[src/rtl/vga_mem_arbiter.sv]
// Single-port tile-memory arbiter between the display fetch engine and the CPU.
// Display normally has priority. A CPU that has been denied STARVE_LIMIT times in a
// row overrides the display, and the display request it displaces is reported as a miss.
// Memory access pipeline: decide in N, drive mem_* in N+1, read data returns in N+2.

module vga_mem_arbiter #(
   parameter int unsigned ADDR_W       = 12,
   parameter int unsigned DATA_W       = 9,
   parameter int unsigned STARVE_LIMIT = 4
) (
   input  logic              clk,
   input  logic              reset,
   // display fetch port
   input  logic              disp_req,
   input  logic [ADDR_W-1:0] disp_addr,
   output logic [DATA_W-1:0] disp_rdata,
   output logic              disp_rvalid,
   // cpu port
   input  logic              cpu_req,
   input  logic              cpu_we,
   input  logic [ADDR_W-1:0] cpu_addr,
   input  logic [DATA_W-1:0] cpu_wdata,
   output logic              cpu_ack,
   output logic [DATA_W-1:0] cpu_rdata,
   // memory port
   output logic              mem_en,
   output logic              mem_we,
   output logic [ADDR_W-1:0] mem_addr,
   output logic [DATA_W-1:0] mem_wdata,
   input  logic [DATA_W-1:0] mem_rdata,
   // status
   output logic              disp_miss,
   input  logic              clear_miss
);

   localparam int unsigned SW = (STARVE_LIMIT > 0) ? $clog2(STARVE_LIMIT + 1) : 1;
   localparam logic [SW-1:0] STARVE_MAX = SW'(STARVE_LIMIT);

   typedef enum logic [1:0] {
      C_IDLE = 2'd0,
      C_RD   = 2'd1,
      C_ACK  = 2'd2
   } cpu_state_e;

   cpu_state_e        cpu_state_q, cpu_state_d;
   logic [SW-1:0]     starve_q, starve_d;
   logic              miss_q, miss_d;
   logic              mem_en_q, mem_we_q;
   logic [ADDR_W-1:0] mem_addr_q, mem_addr_d;
   logic [DATA_W-1:0] mem_wdata_q, mem_wdata_d;
   logic              disp_p1_q, disp_p2_q;
   logic              ack_rd_q;

   logic              cpu_elig;
   logic              starved;
   logic              grant_disp;
   logic              grant_cpu;
   logic              drop;

   assign cpu_elig = cpu_req && (cpu_state_q == C_IDLE);
   assign starved  = (starve_q == STARVE_MAX);

   // Arbitration: display first unless the CPU has hit the starvation limit.
   always_comb begin
      grant_disp = 1'b0;
      grant_cpu  = 1'b0;
      drop       = 1'b0;
      if (disp_req && cpu_elig) begin
         if (starved) begin
            grant_cpu = 1'b1;
            drop      = 1'b1;
         end else begin
            grant_disp = 1'b1;
         end
      end else if (disp_req) begin
         grant_disp = 1'b1;
      end else if (cpu_elig) begin
         grant_cpu = 1'b1;
      end
   end

   // Starvation counter, miss flag and registered memory command.
   always_comb begin
      starve_d    = starve_q;
      miss_d      = miss_q;
      mem_addr_d  = mem_addr_q;
      mem_wdata_d = mem_wdata_q;

      if (grant_cpu) begin
         starve_d = '0;
      end else if (cpu_elig && !starved) begin
         starve_d = starve_q + 1'b1;
      end

      // A drop in the same cycle as clear_miss leaves the flag set.
      if (drop) begin
         miss_d = 1'b1;
      end else if (clear_miss) begin
         miss_d = 1'b0;
      end

      // Address/data hold their value when idle to avoid needless toggling.
      if (grant_cpu) begin
         mem_addr_d = cpu_addr;
         if (cpu_we) begin
            mem_wdata_d = cpu_wdata;
         end
      end else if (grant_disp) begin
         mem_addr_d = disp_addr;
      end
   end

   // CPU FSM next state: reads wait one cycle for data, writes ack immediately.
   always_comb begin
      cpu_state_d = cpu_state_q;
      unique case (cpu_state_q)
         C_IDLE: begin
            if (grant_cpu) begin
               cpu_state_d = cpu_we ? C_ACK : C_RD;
            end
         end
         C_RD:    cpu_state_d = C_ACK;
         C_ACK:   cpu_state_d = C_IDLE;
         default: cpu_state_d = C_IDLE;
      endcase
   end

   // State registers, synchronous active-high reset.
   always_ff @(posedge clk) begin
      if (reset) begin
         cpu_state_q <= C_IDLE;
         starve_q    <= '0;
         miss_q      <= 1'b0;
         mem_en_q    <= 1'b0;
         mem_we_q    <= 1'b0;
         mem_addr_q  <= '0;
         mem_wdata_q <= '0;
         disp_p1_q   <= 1'b0;
         disp_p2_q   <= 1'b0;
         ack_rd_q    <= 1'b0;
      end else begin
         cpu_state_q <= cpu_state_d;
         starve_q    <= starve_d;
         miss_q      <= miss_d;
         mem_en_q    <= grant_disp | grant_cpu;
         mem_we_q    <= grant_cpu & cpu_we;
         mem_addr_q  <= mem_addr_d;
         mem_wdata_q <= mem_wdata_d;
         disp_p1_q   <= grant_disp;
         disp_p2_q   <= disp_p1_q;
         ack_rd_q    <= (cpu_state_q == C_RD);
      end
   end

   // Outputs are forced low while reset is held so in-flight pulses never escape.
   always_comb begin
      mem_en      = mem_en_q & ~reset;
      mem_we      = mem_we_q & ~reset;
      mem_addr    = reset ? '0 : mem_addr_q;
      mem_wdata   = reset ? '0 : mem_wdata_q;
      disp_rvalid = disp_p2_q & ~reset;
      disp_rdata  = disp_rvalid ? mem_rdata : '0;
      cpu_ack     = (cpu_state_q == C_ACK) & ~reset;
      cpu_rdata   = (cpu_ack && ack_rd_q) ? mem_rdata : '0;
      disp_miss   = miss_q & ~reset;
   end

endmodule

[config.mk]
export PLATFORM = sky130hd
export DESIGN_NAME = vga_mem_arbiter
export DESIGN_NICKNAME = d
export VERILOG_FILES = /design/src/rtl/vga_mem_arbiter.sv
export SDC_FILE = /design/constraint.sdc
export NUM_CORES = 1
export LEC_CHECK = 0
export CAP_MARGIN = 20
export CORE_MARGIN = 2
export CORE_UTILIZATION = 35
export CTS_CLUSTER_DIAMETER = 100
export DETAILED_ROUTE_END_ITERATION = 8
export PLACE_DENSITY = 0.76
export RECOVER_POWER = 50
export SLEW_MARGIN = 25
export SYNTH_ARGS = -nofsm -noshare
export SYNTH_HDL_FRONTEND = slang
export SYNTH_SLANG_ARGS = --single-unit
export TNS_END_PERCENT = 30
[constraint.sdc]
create_clock -name clk -period 1.6 [get_ports clk]
set_input_delay 0.48 -clock clk [delete_from_list [all_inputs] [get_ports clk]]
set_output_delay 0.48 -clock clk [all_outputs]
set_load 0.01 [all_outputs]
Word level (Yosys, flattened, before mapping)
Cells that the tools add are included.

Register bits after elaboration: 32. Input bits: 48. Output and inout bits: 44. Word-level logic and storage cells: 52.

$add $sub $neg: 1. Equality and inequality tests: 4. Mux-type cells: 19. Bitwise operators: 8. Reduce and logical (&&, ||, !) cells: 10.

Operator list (count): two-way mux 12 bit (3); two-way mux 9 bit (3); two-way mux 1 bit (10); AND 1 bit (6); logical AND 1 bit (4); two-way mux 2 bit (2); one-hot mux 2 bit (2 select lines) (1); nonzero test 2 bit (2); adder 3 x 1 -> 3 bit (second input constant) (1); == test 3 bit (second input constant) (1); == test 2 x 1 -> 1 bit (second input constant) (1); == test 2 bit (second input constant) (1); zero test 2 bit (1); inequality test 2 bit (second input constant) (1); AND reduction 2 bit (1); OR reduction 2 bit (1); zero test 1 bit (1); NOT 1 bit (1); OR 1 bit (1).

Longest topological paths before layout
Gate-level depths: netlist of run 1.

Word-level depth: 7. Mapped depth: 6. Gate-level depth less buffers: 5.

Worst setup path after synthesis of run 1
No wires, ideal clock.

Path kind: input to output. Start point: in reset. End point: out mem_addr[0]. Arrival time: 1.228 ns. Required time: 1.120 ns. Setup slack: -0.108 ns. Cell stages on the path: 4. Path buffers: 3. Path through: buf_2 -> buf_2 -> clkbuf_1 -> nor2b_1.

Cells in the longest elaborated chain, start to end: 1.

Ends and longest elaborated chain: start, declared (RTL line 12) `input logic reset,`; two-way mux 12 bit (RTL line 159) `mem_addr = reset ? '0 : mem_addr_q;`; end, declared (RTL line 28) `output logic [ADDR_W-1:0] mem_addr,`.

Every way passes these cells.

Final worst setup path of run 1
Start point: reg cpu_state_q[0]. End point: out cpu_rdata[4].

Cells in the longest elaborated chain, start to end: 4.

Ends and longest elaborated chain: start, declared (RTL line 45) `cpu_state_e cpu_state_q, cpu_state_d;`; start signal, assigned (RTL line 142) `cpu_state_q <= cpu_state_d;`; == test 2 bit (RTL line 163) `cpu_ack = (cpu_state_q == C_ACK) & ~reset;`; AND 1 bit (RTL line 163); logical AND 1 bit (RTL line 164) `cpu_rdata = (cpu_ack && ack_rd_q) ? mem_rdata : '0;`; two-way mux 9 bit (RTL line 164); end, declared (RTL line 24) `output logic [DATA_W-1:0] cpu_rdata,`.

Every way passes these cells.

==> metrics.yaml, run 1 <==
synth:
  synthCells: 191
  synth_compound_area_share_pct: 14.7
  synth_simple_gate_area_share_pct: 31.7
  synth_flop_cell: "dfxtp_1"
  ys_seq_area_share_pct: 36.9
  synth.net_count: 241
  synth_xor_area_share_pct: 0
  yosys-top-cells-count: "35 x nor2b_1, 32 x dfxtp_1, 16 x a21oi_1, 16 x inv_1, 14 x or3_1"
  synth.cell_area_um2: 1740
  synth-seq-cells: 32
  synthMuxAreaShare_pct: 7.56
  synth_edf_count: 0
  synthDistinctLibCells: 32
  synthArstFlopShare_pct: 0
  synth_top_family_by_area: "simple AND/OR/NAND/NOR gates"
  yosys.area.top_type: "dfxtp_1"
  yosys_warnings: 0
  synthAdderAreaFrac_pct: 1.44
  synth_top_area_share_pct: 36.9
  synth_area_leaders: "dfxtp_1 37%, nor2b_1 13%, o221a_2 7.8%"
  syn-mean-instance-area_um2: 9.10
  synth.most_common_cell: "nor2b_1"
sta:
  slew_viol_final: 0
  setup_ws_ps: -115
  fin_hold_ws_ps: 447
  setup_viol: 27
  post-route-min-period_ps: 1720
  slew_headroom_pct: 80.1
  rsz0062_at_grt: "true"
  fin_skew_ps: 8.37
  hold_viol: 0
  max_freq_mhz: 583
  worst_slew_pin_slew_ps: 297
  fin_tns_setup_ps: -1060
  fin_crit_sh_pct: 107
setup_path:
  crit_chain: "nor2_4 > and2_4 > buf_6 > and3_4 > buf_6"
  crit_path_frequent_cell: "buf_6"
  crit_type: "reg -> out"
  worstPathRequired_ps: 1120
  cp-end-kind: "output pin"
  cp_slowest_cell: "dfxtp_2"
  crit_path_start_kind: "flip-flop"
  timing.critical_path.buf_inv: 2
  r2r_setup_slack_ps: 40
  critPathMaxStageDelay_ps: 340
  arrival_ps: 1240
  critical_path.startpoint: "cpu_state_q[0]"
  crit_family: "simple AND/OR/NAND/NOR gates"
  cp_max_fo: 4
  timing.rr.start: "starve_q[1]"
placed_design:
  place_area_um2: 2790
  hpwl_um: 3150
  port_buffers: 91
  place_congestion: 0.745
job:
  maxCapViolations: 0
grt:
  grt_max_degree: 34
  grt_usage_pct: 16.0
  grt_pass1_wl_um: 6890
  antenna_found_initial: 0
  grt_pass1_vias: 1502
  grt-ovfl-total: 0
clock_tree:
  postCtsHoldBufs: 0
  cts_sinks: 32
  clk_latency_ps: 280
  clockBufferDepth: 2
  cts-root-buf: "clkbuf_8"
  clk_pin_slew_ps: 70
  cts_buffers: 5
  cts_max_level: 2
  cts_tree: "built"
floorplan:
  rows: 25
  dieWidth_um: 74.5
  start_util_pct: 36.6
  core_area_um2: 4750
  die_y_um: 74.5
  io_pins: 92
  dieArea_um2: 5550
drt:
  drt-vias-per-instance: 4.68
  vias: 1688
  antenna_left: 0
  firstDrtPassIters: 4
  drtIter0Drc: 62
  postRouteWirelength_um: 4430
  wire_per_inst_um: 12.3
  drc: 0
cells_and_area:
  final_area_um2: 2900
  drive_gt1_share_pct: 37.4
  fillers: 448
  fin_util_pct: 60.9
  diodes: 0
  area_growth_pct: 66.6
  multi_input_area_um2: 1020
  seq_area_um2: 642
  fin_nets: 343
status:
  violations: "setup timing"
  status: "complete, but fails checks"
power:
  peakVddDrop_uv: 497
  power_density_nw_per_um2: 695
  cellLeakagePower_nw: 1.30
worst_hold_path:
  hp-class: "reg -> reg"
  hp-start: "disp_p1_q"
[through the flow]
stage / std cells / power [mW] / setup WS, ps
6_report: 361 / 2.01 / -115
5_1_grt: 361 / 2.11 / -187
4_1_cts: 361 / 2.05 / -140
3_5_place_dp: 351 / 1.29 / -619
3_3_place_gp: 351 / 1.28 / -571
2_1_floorplan: 191 / 1.06 / -42.1
[layer usage]
layer	part of all wire (%)	global-route usage, %	wire length [um]
met4	0.95	4.76	42
met1	43	19.8	1910
met2	48	26.9	2140
met5	0	0	0
met3	7.5	4.61	332
[worst register-to-register path, cell delays in order, from the launching register on]
cell and delay [ps]:
dfxtp_1 350, inv_1 50, ha_1 200, a21bo_4 230
nand3_1 130, buf_12 160, mux2_2 330
[layout by cell type (no fill, tap or decap), types with 2 or more instances in the layout]
master and count:
buf_4 11, ha_1 2, clkdlybuf4s50_1 35, and3_1 8, nand2_1 2, nor3b_1 2
o221a_2 12, inv_1 16, buf_2 17, dfxtp_1 31, clkbuf_8 5, nor2b_1 23
buf_6 4, clkdlybuf4s15_2 21, clkbuf_2 4, dlygate4sd2_1 13, and2_1 9, mux2_4 8
and2_4 2, nand4b_1 2, a21oi_1 16, nor2b_2 12, or3_1 14
[sequential cells by signal (all words and copies together), names as in the netlist]
name,flops
starve_q,3
mem_en_q,1
miss_q,1
disp_p1_q,1
ack_rd_q,1
disp_p2_q,1
cpu_state_q,2
mem_we_q,1
mem_addr_q,12
mem_wdata_q,9
[final cells by class]
| class | count | area share (%) |
|---|---|---|
| Timing Repair Buffer | 109 | 33.9 |
| Sequential cell | 32 | 22.2 |
| Clock buffer | 5 | 2.38 |
| Tap cell | 67 | 2.90 |
| Inverter | 16 | 2.07 |
| Multi-Input combinational cell | 129 | 35.1 |
| Clock inverter | 3 | 1.47 |
[what timing repair did]
item | CTS | global route
cloned | 1 | 0
resized for setup | 176 | 7
buffers inserted | 1 | 0
setup endpoints to repair | 68 | 44
pin swaps | 14 | 0
[logic make-up (layout without fill, tap and decap cells)]
family,after synthesis,after routing
and+or+nand+nor,84,85
adders and majority gates,2,2
AOI/OAI and AO/OA,33,33
buffers and inverters,31,133
muxes,9,9
DFF,32,32
[worst paths after layout]
| check | to | depth (start not counted) |
|---|---|---|
| setup / recovery | cpu_rdata[4] | 5 |
| hold / removal | disp_p2_q | 1 |
| setup reg to reg | mem_wdata_q[3] | 6 |
| hold reg to reg | disp_p2_q | 1 |
[where the power goes]
part | total, mW | switching [mW] | internal (mW) | leakage (nW)
combinational | 0.399 | 0.154 | 0.245 | 0.980
sequential | 0.855 | 0.0153 | 0.839 | 0.264
clock | 0.759 | 0.299 | 0.460 | 0.0541
(Power assumes the default switching activity.)
==> run 2, diff against run 1 <==
--- a/config.mk
+++ b/config.mk
@@ -6,10 +6,11 @@
 export NUM_CORES = 1
 export LEC_CHECK = 0
 export CAP_MARGIN = 20
-export CORE_MARGIN = 2
+export CORE_MARGIN = 4
 export CORE_UTILIZATION = 35
 export CTS_CLUSTER_DIAMETER = 100
 export DETAILED_ROUTE_END_ITERATION = 8
+export GPL_TIMING_DRIVEN = 1
 export PLACE_DENSITY = 0.76
 export RECOVER_POWER = 50
 export SLEW_MARGIN = 25
==> constraint.sdc (replaced) <==
create_clock -name clk -period 1.6 [get_ports clk]
set_input_delay 0.16 -clock clk [delete_from_list [all_inputs] [get_ports clk]]
set_output_delay 0.16 -clock clk [all_outputs]
set_load 0.01 [all_outputs]
==> metrics.yaml, run 2 (same netlist as run 1, synthesis figures left out) <==
status:
  status: "finished clean"  # was complete, but fails checks
setup_path:
  cp_slowest_cell: "dlygate4sd3_1"  # was dfxtp_2
  critPathMaxStageDelay_ps: 610  # was 340 ps
  worstPathRequired_ps: 1440  # was 1120 ps
  cp_num_cells: 2  # was 5
  cp_max_fo: 2  # was 4
  cp-end-kind: "output pin"  # unchanged
  r2r_setup_slack_ps: 100  # was 40 ps
  arrival_ps: 1340  # was 1240 ps
  crit_family: "buffers and inverters"  # was simple AND/OR/NAND/NOR gates
  crit_type: "reg -> out"  # unchanged
  timing.critical_path.buf_inv: 1  # was 2
  timing.rr.start: "starve_q[1]"  # unchanged
  crit_path_start_kind: "flip-flop"  # unchanged
  reg2regPathDepth: 6  # unchanged
  r2r_end: "mem_wdata_q[3]"  # unchanged
  crit_chain: "nor2b_1 > dlygate4sd3_1"  # was nor2_4 > and2_4 > buf_6 > and3_4 > buf_6
cells_and_area:
  multi_input_area_um2: 957  # was 1020 um^2
  largest_reg_flops: 12  # unchanged
  fillers: 437  # was 448
  diodes: 0  # unchanged
  area_growth_pct: 64.4  # was 66.6%
  fin_nets: 337  # was 343
  reg.largest.list: "mem_addr_q: 12 flops, mem_wdata_q: 9 flops, starve_q: 3 flops"  # unchanged
  layout_common_cells: "58 x clkdlybuf4s50_1, 35 x nor2b_1, 31 x dfxtp_1"  # was 35 x clkdlybuf4s50_1, 31 x dfxtp_1, 23 x nor2b_1
  drive_gt1_share_pct: 17.4  # was 37.4%
  registers.top_by_ff_count: "mem_addr_q"  # unchanged
  layout_commonest_cell: "clkdlybuf4s50_1"  # unchanged
  seq_area_um2: 642  # unchanged
drt:
  drtIter0Drc: 38  # was 62
  antenna_left: 0  # unchanged
  postRouteWirelength_um: 4480  # was 4430 um
  wire_per_inst_um: 12.6  # was 12.3 um
  drt-vias-per-instance: 4.63  # was 4.68
  drc: 0  # unchanged
  firstDrtPassIters: 4  # unchanged
  vias: 1644  # was 1688
sta:
  rsz0062_at_grt: "false"  # was true
  fin_hold_ws_ps: 246  # was 447 ps
  worst_slew_pin_slew_ps: 300  # was 297 ps
  hold_viol: 0  # unchanged
  post-route-min-period_ps: 1500  # was 1720 ps
  fin_skew_ps: 6.44  # was 8.37 ps
  max_freq_mhz: 665  # was 583 MHz
  fin_tns_setup_ps: 0  # was -1060 ps
  fin_crit_sh_pct: 94.0  # was 107%
  slew_viol_final: 0  # unchanged
  setup_viol: 0  # was 27
  slew_headroom_pct: 80.0  # was 80.1%
grt:
  grt_pass1_vias: 1619  # was 1502
  grt_max_degree: 38  # was 34
  grt-ovfl-total: 0  # unchanged
  grt_usage_pct: 14.9  # was 16.0%
  grt_pass1_wl_um: 7510  # was 6890 um
  antenna_found_initial: 0  # unchanged
placed_design:
  port_buffers: 91  # unchanged
  hpwl_um: 3320  # was 3150 um
  place_congestion: 0.792  # was 0.745
floorplan:
  start_util_pct: 36.6  # unchanged
  die_y_um: 78.5  # was 74.5 um
  rows: 25  # unchanged
  dieArea_um2: 6160  # was 5550 um^2
  dieWidth_um: 78.5  # was 74.5 um
  io_pins: 92  # unchanged
  core_area_um2: 4750  # unchanged
clock_tree:
  cts_tree: "built"  # unchanged
  cts_buffers: 5  # unchanged
  cts_max_level: 2  # unchanged
  clockBufferDepth: 2  # unchanged
  clk_latency_ps: 280  # about the same
  cts-root-buf: "clkbuf_8"  # unchanged
  clk_pin_slew_ps: 70  # about the same
  cts_sinks: 32  # unchanged
power:
  power_density_nw_per_um2: 699  # was 695 nW/um^2
  peakVddDrop_uv: 481  # was 497 uV
  cellLeakagePower_nw: 1.31  # was 1.30 nW
  p_total_mw: 2.00  # was 2.01 mW
worst_hold_path:
  min_to: "cpu_state_q[0]"  # was disp_p2_q
  hp-start: "reset"  # was disp_p1_q
  min_delay_path_depth: 3  # was 1
  hp-class: "in -> reg"  # was reg -> reg
job:
  maxCapViolations: 0  # unchanged
==> run 2: changes by cell type in the layout (fill, tap and decap cells not counted), moves of 2 or more <==
cell | before | now
and2_0 | 0 | 3
and2_1 | 9 | 6
buf_12 | 1 | 3
buf_2 | 17 | 1
buf_4 | 11 | 8
buf_6 | 4 | 0
clkbuf_2 | 4 | 2
clkdlybuf4s15_2 | 21 | 0
clkdlybuf4s50_1 | 35 | 58
dlygate4sd2_1 | 13 | 18
dlygate4sd3_1 | 0 | 12
nor2b_1 | 23 | 35
nor2b_2 | 12 | 0
==> run 2: worst max-delay path by stage <==
stage	startpoint	endpoint	slack [ps]
after global placement	cpu_req	mem_addr_q[11]	8
final	mem_addr_q[5]	mem_addr[5]	100
after global routing	cpu_state_q[0]	cpu_rdata[8]	0.5
after floorplan	starve_q[0]	mem_wdata_q[0]	90
after detailed placement	cpu_req	mem_wdata_q[8]	-30
after CTS	disp_p2_q	disp_rvalid	20
==> run 2: stage by stage <==
step,area [um^2],std cells,util [%],worst slack [ps]
after global routing,2860,355,60.1,0.510
final,2860,355,60.1,96.6
after global placement,2790,347,58.7,7.59
after detailed placement,2790,347,58.7,-28.5
after CTS,2870,355,60.4,20.4
after floorplan,1740,191,-,85.1
==> run 2: routing by layer <==
| layer | vias to the layer above | share of wire, % | global-route usage, % | routed length, um |
|---|---|---|---|---|
| met5 | - | 0 | 0 | 0 |
| met4 | 0 | 1.0 | 3.67 | 46 |
| met3 | 5 | 7.6 | 4.36 | 341 |
| met2 | 61 | 48 | 26.1 | 2140 |
| met1 | 734 | 44 | 17.9 | 1960 |
| li1 | 844 | - | - | - |
==> run 2: power breakdown <==
| group | internal [mW] | switching (mW) |
|---|---|---|
| registers | 0.840 | 0.0142 |
| clock network | 0.461 | 0.280 |
| logic | 0.251 | 0.150 |
| total | 1.55 | 0.445 |
==> run 2: what timing repair did <==
action / 4_1_cts / 5_1_grt
gates cloned: 0 / 0
buffers inserted: 0 / 0
gates resized for setup: 21 / 2
pin swaps: 1 / 0
setup endpoints to repair: 19 / 6
hold buffers: 0 / 0
==> run 2: cell type report <==
class	count	share of cell area (%)
clock buffers	6	2.54
clock inverters	2	1.23
inverters	16	2.10
multi-input cells	128	33.5
flip-flops and latches	32	22.5
well taps	67	2.93
repair buffers	104	35.2
==> run 2: worst min-delay path: stages <==
cell,delay [ps]
buf_2,110
nor2_1,50
nor4b_2,150
==> run 3, diff against run 2 <==
--- a/config.mk
+++ b/config.mk
@@ -13,6 +13,7 @@
 export GPL_TIMING_DRIVEN = 1
 export PLACE_DENSITY = 0.76
 export RECOVER_POWER = 50
+export SKIP_CTS_REPAIR_TIMING = 1
 export SLEW_MARGIN = 25
 export SYNTH_ARGS = -nofsm -noshare
 export SYNTH_HDL_FRONTEND = slang
==> metrics.yaml, run 3 (same netlist as run 1, synthesis figures left out) <==
cells_and_area:
  area_growth_pct: 68.8  # was 64.4%
  layout_commonest_cell: "clkdlybuf4s50_1"  # unchanged
  diodes: 0  # unchanged
  fin_nets: 339  # was 337
  stdcell_count: 357  # was 355
  reg.largest.list: "mem_addr_q: 12 flops, mem_wdata_q: 9 flops, starve_q: 3 flops"  # unchanged
  layout_common_cells: "58 x clkdlybuf4s50_1, 35 x nor2b_1, 31 x dfxtp_1"  # unchanged
  largest_reg_flops: 12  # unchanged
  drive_gt1_share_pct: 17.9  # was 17.4%
  registers.top_by_ff_count: "mem_addr_q"  # unchanged
floorplan:
  die_y_um: 78.5  # unchanged
  rows: 25  # unchanged
  dieWidth_um: 78.5  # unchanged
  dieArea_um2: 6160  # unchanged
  io_pins: 92  # unchanged
  core_area_um2: 4750  # unchanged
  start_util_pct: 36.6  # unchanged
setup_path:
  worstPathRequired_ps: 1440  # about the same
  crit_path_start_kind: "input pin"  # was flip-flop
  cp_max_fo: 37  # was 2
  crit_type: "in -> out"  # was reg -> out
  cp-end-kind: "output pin"  # unchanged
  arrival_ps: 1350  # was 1340 ps
job:
  maxCapViolations: 0  # unchanged
sta:
  post-route-min-period_ps: 1510  # was 1500 ps
  slew_viol_final: 0  # unchanged
  hold_viol: 0  # unchanged
  fin_hold_ws_ps: 312  # was 246 ps
  rsz0062_at_grt: "false"  # unchanged
  worst_slew_pin_slew_ps: 293  # was 300 ps
  fin_crit_sh_pct: 94.4  # was 94.0%
  max_freq_mhz: 662  # was 665 MHz
  slew_headroom_pct: 80.4  # was 80.0%
  fin_skew_ps: 6.41  # was 6.44 ps
  setup_viol: 0  # unchanged
  setup_ws_ps: 89.7  # was 96.6 ps
placed_design:
  port_buffers: 91  # unchanged
  hpwl_um: 3320  # unchanged
  dp_slack_ps: -28.5  # unchanged
  dp.cells: 347  # unchanged
  place_congestion: 0.792  # unchanged
clock_tree:
  clockBufferDepth: 2  # unchanged
  cts_buffers: 5  # unchanged
  cts_max_level: 2  # unchanged
  cts_tree: "built"  # unchanged
  cts-root-buf: "clkbuf_8"  # unchanged
  cts_sinks: 32  # unchanged
  clk_pin_slew_ps: 70  # about the same
  clk_latency_ps: 280  # about the same
grt:
  grt-ovfl-total: 0  # unchanged
  grt_max_degree: 38  # unchanged
  antenna_found_initial: 0  # unchanged
  grt_usage_pct: 14.9  # about the same
  grt_pass1_vias: 1615  # was 1619
  grt_pass1_wl_um: 7500  # was 7510 um
drt:
  drt-vias-per-instance: 4.65  # was 4.63
  wire_per_inst_um: 12.9  # was 12.6 um
  postRouteWirelength_um: 4610  # was 4480 um
  antenna_left: 0  # unchanged
  drc: 0  # unchanged
  vias: 1659  # was 1644
  drtIter0Drc: 61  # was 38
  firstDrtPassIters: 4  # unchanged
worst_hold_path:
  hp-class: "in -> reg"  # unchanged
power:
  power_density_nw_per_um2: 683  # was 699 nW/um^2
  peakVddDrop_uv: 478  # was 481 uV
  cellLeakagePower_nw: 1.55  # was 1.31 nW
status:
  status: "finished clean"  # unchanged
-- run 3: cell types whose count changed in the layout (fill, tap and decap cells not counted), moves of 2 or more --
cell / change
and2_0: -3
and2_1: +3
buf_4: +3
clkbuf_2: -2
dlygate4sd2_1: -18
dlymetal6s2s_1: +7
dlymetal6s4s_1: +10
-- run 3: worst max-delay path: stages --
cell and delay, ps:
buf_2 130, buf_12 170, buf_12 160, nor2b_1 110, dlygate4sd3_1 610
-- run 3: path summary, 6_finish.rpt --
path	from	depth (start not counted)	end	slack, ps
setup / recovery	reset	5	mem_addr[10]	90
hold reg to reg	disp_p1_q	1	disp_p2_q	430
hold / removal	reset	3	disp_p2_q	310
setup reg to reg	starve_q[1]	6	mem_wdata_q[3]	100
-- run 3: cell type report --
cell class	instances	area, um^2
Clock buffer	6	72.6
Clock inverter	2	35.0
Fill cell	425	1820
Inverter	16	60.1
Multi-Input combinational cell	129	962
Sequential cell	32	642
Tap cell	67	83.8
Timing Repair Buffer	105	1080
-- run 3: through the flow --
stage	setup TNS (ps)	total power [mW]	util (%)	area, um^2
final	0	2.00	61.7	2930
after global routing	0	2.10	61.7	2930
after CTS	-3840	2.05	60.9	2900
after detailed placement	-358	1.29	58.7	2790
after global placement	0	1.28	58.7	2790
after floorplan	0	1.06	-	1740
-- run 3: metal layers --
| layer | up-vias | wire, um | track usage (%) |
|---|---|---|---|
| li1 | 847 | - | - |
| met1 | 754 | 2030 | 17.9 |
| met2 | 54 | 2230 | 26.0 |
| met3 | 4 | 327 | 4.36 |
| met4 | 0 | 31 | 3.67 |
| met5 | - | 0 | 0 |
-- run 3: where the power goes --
part	total [mW]	internal (mW)	switching [mW]
clock network	0.741	0.461	0.279
logic	0.409	0.257	0.152
registers	0.854	0.840	0.0146
total	2.00	1.56	0.446
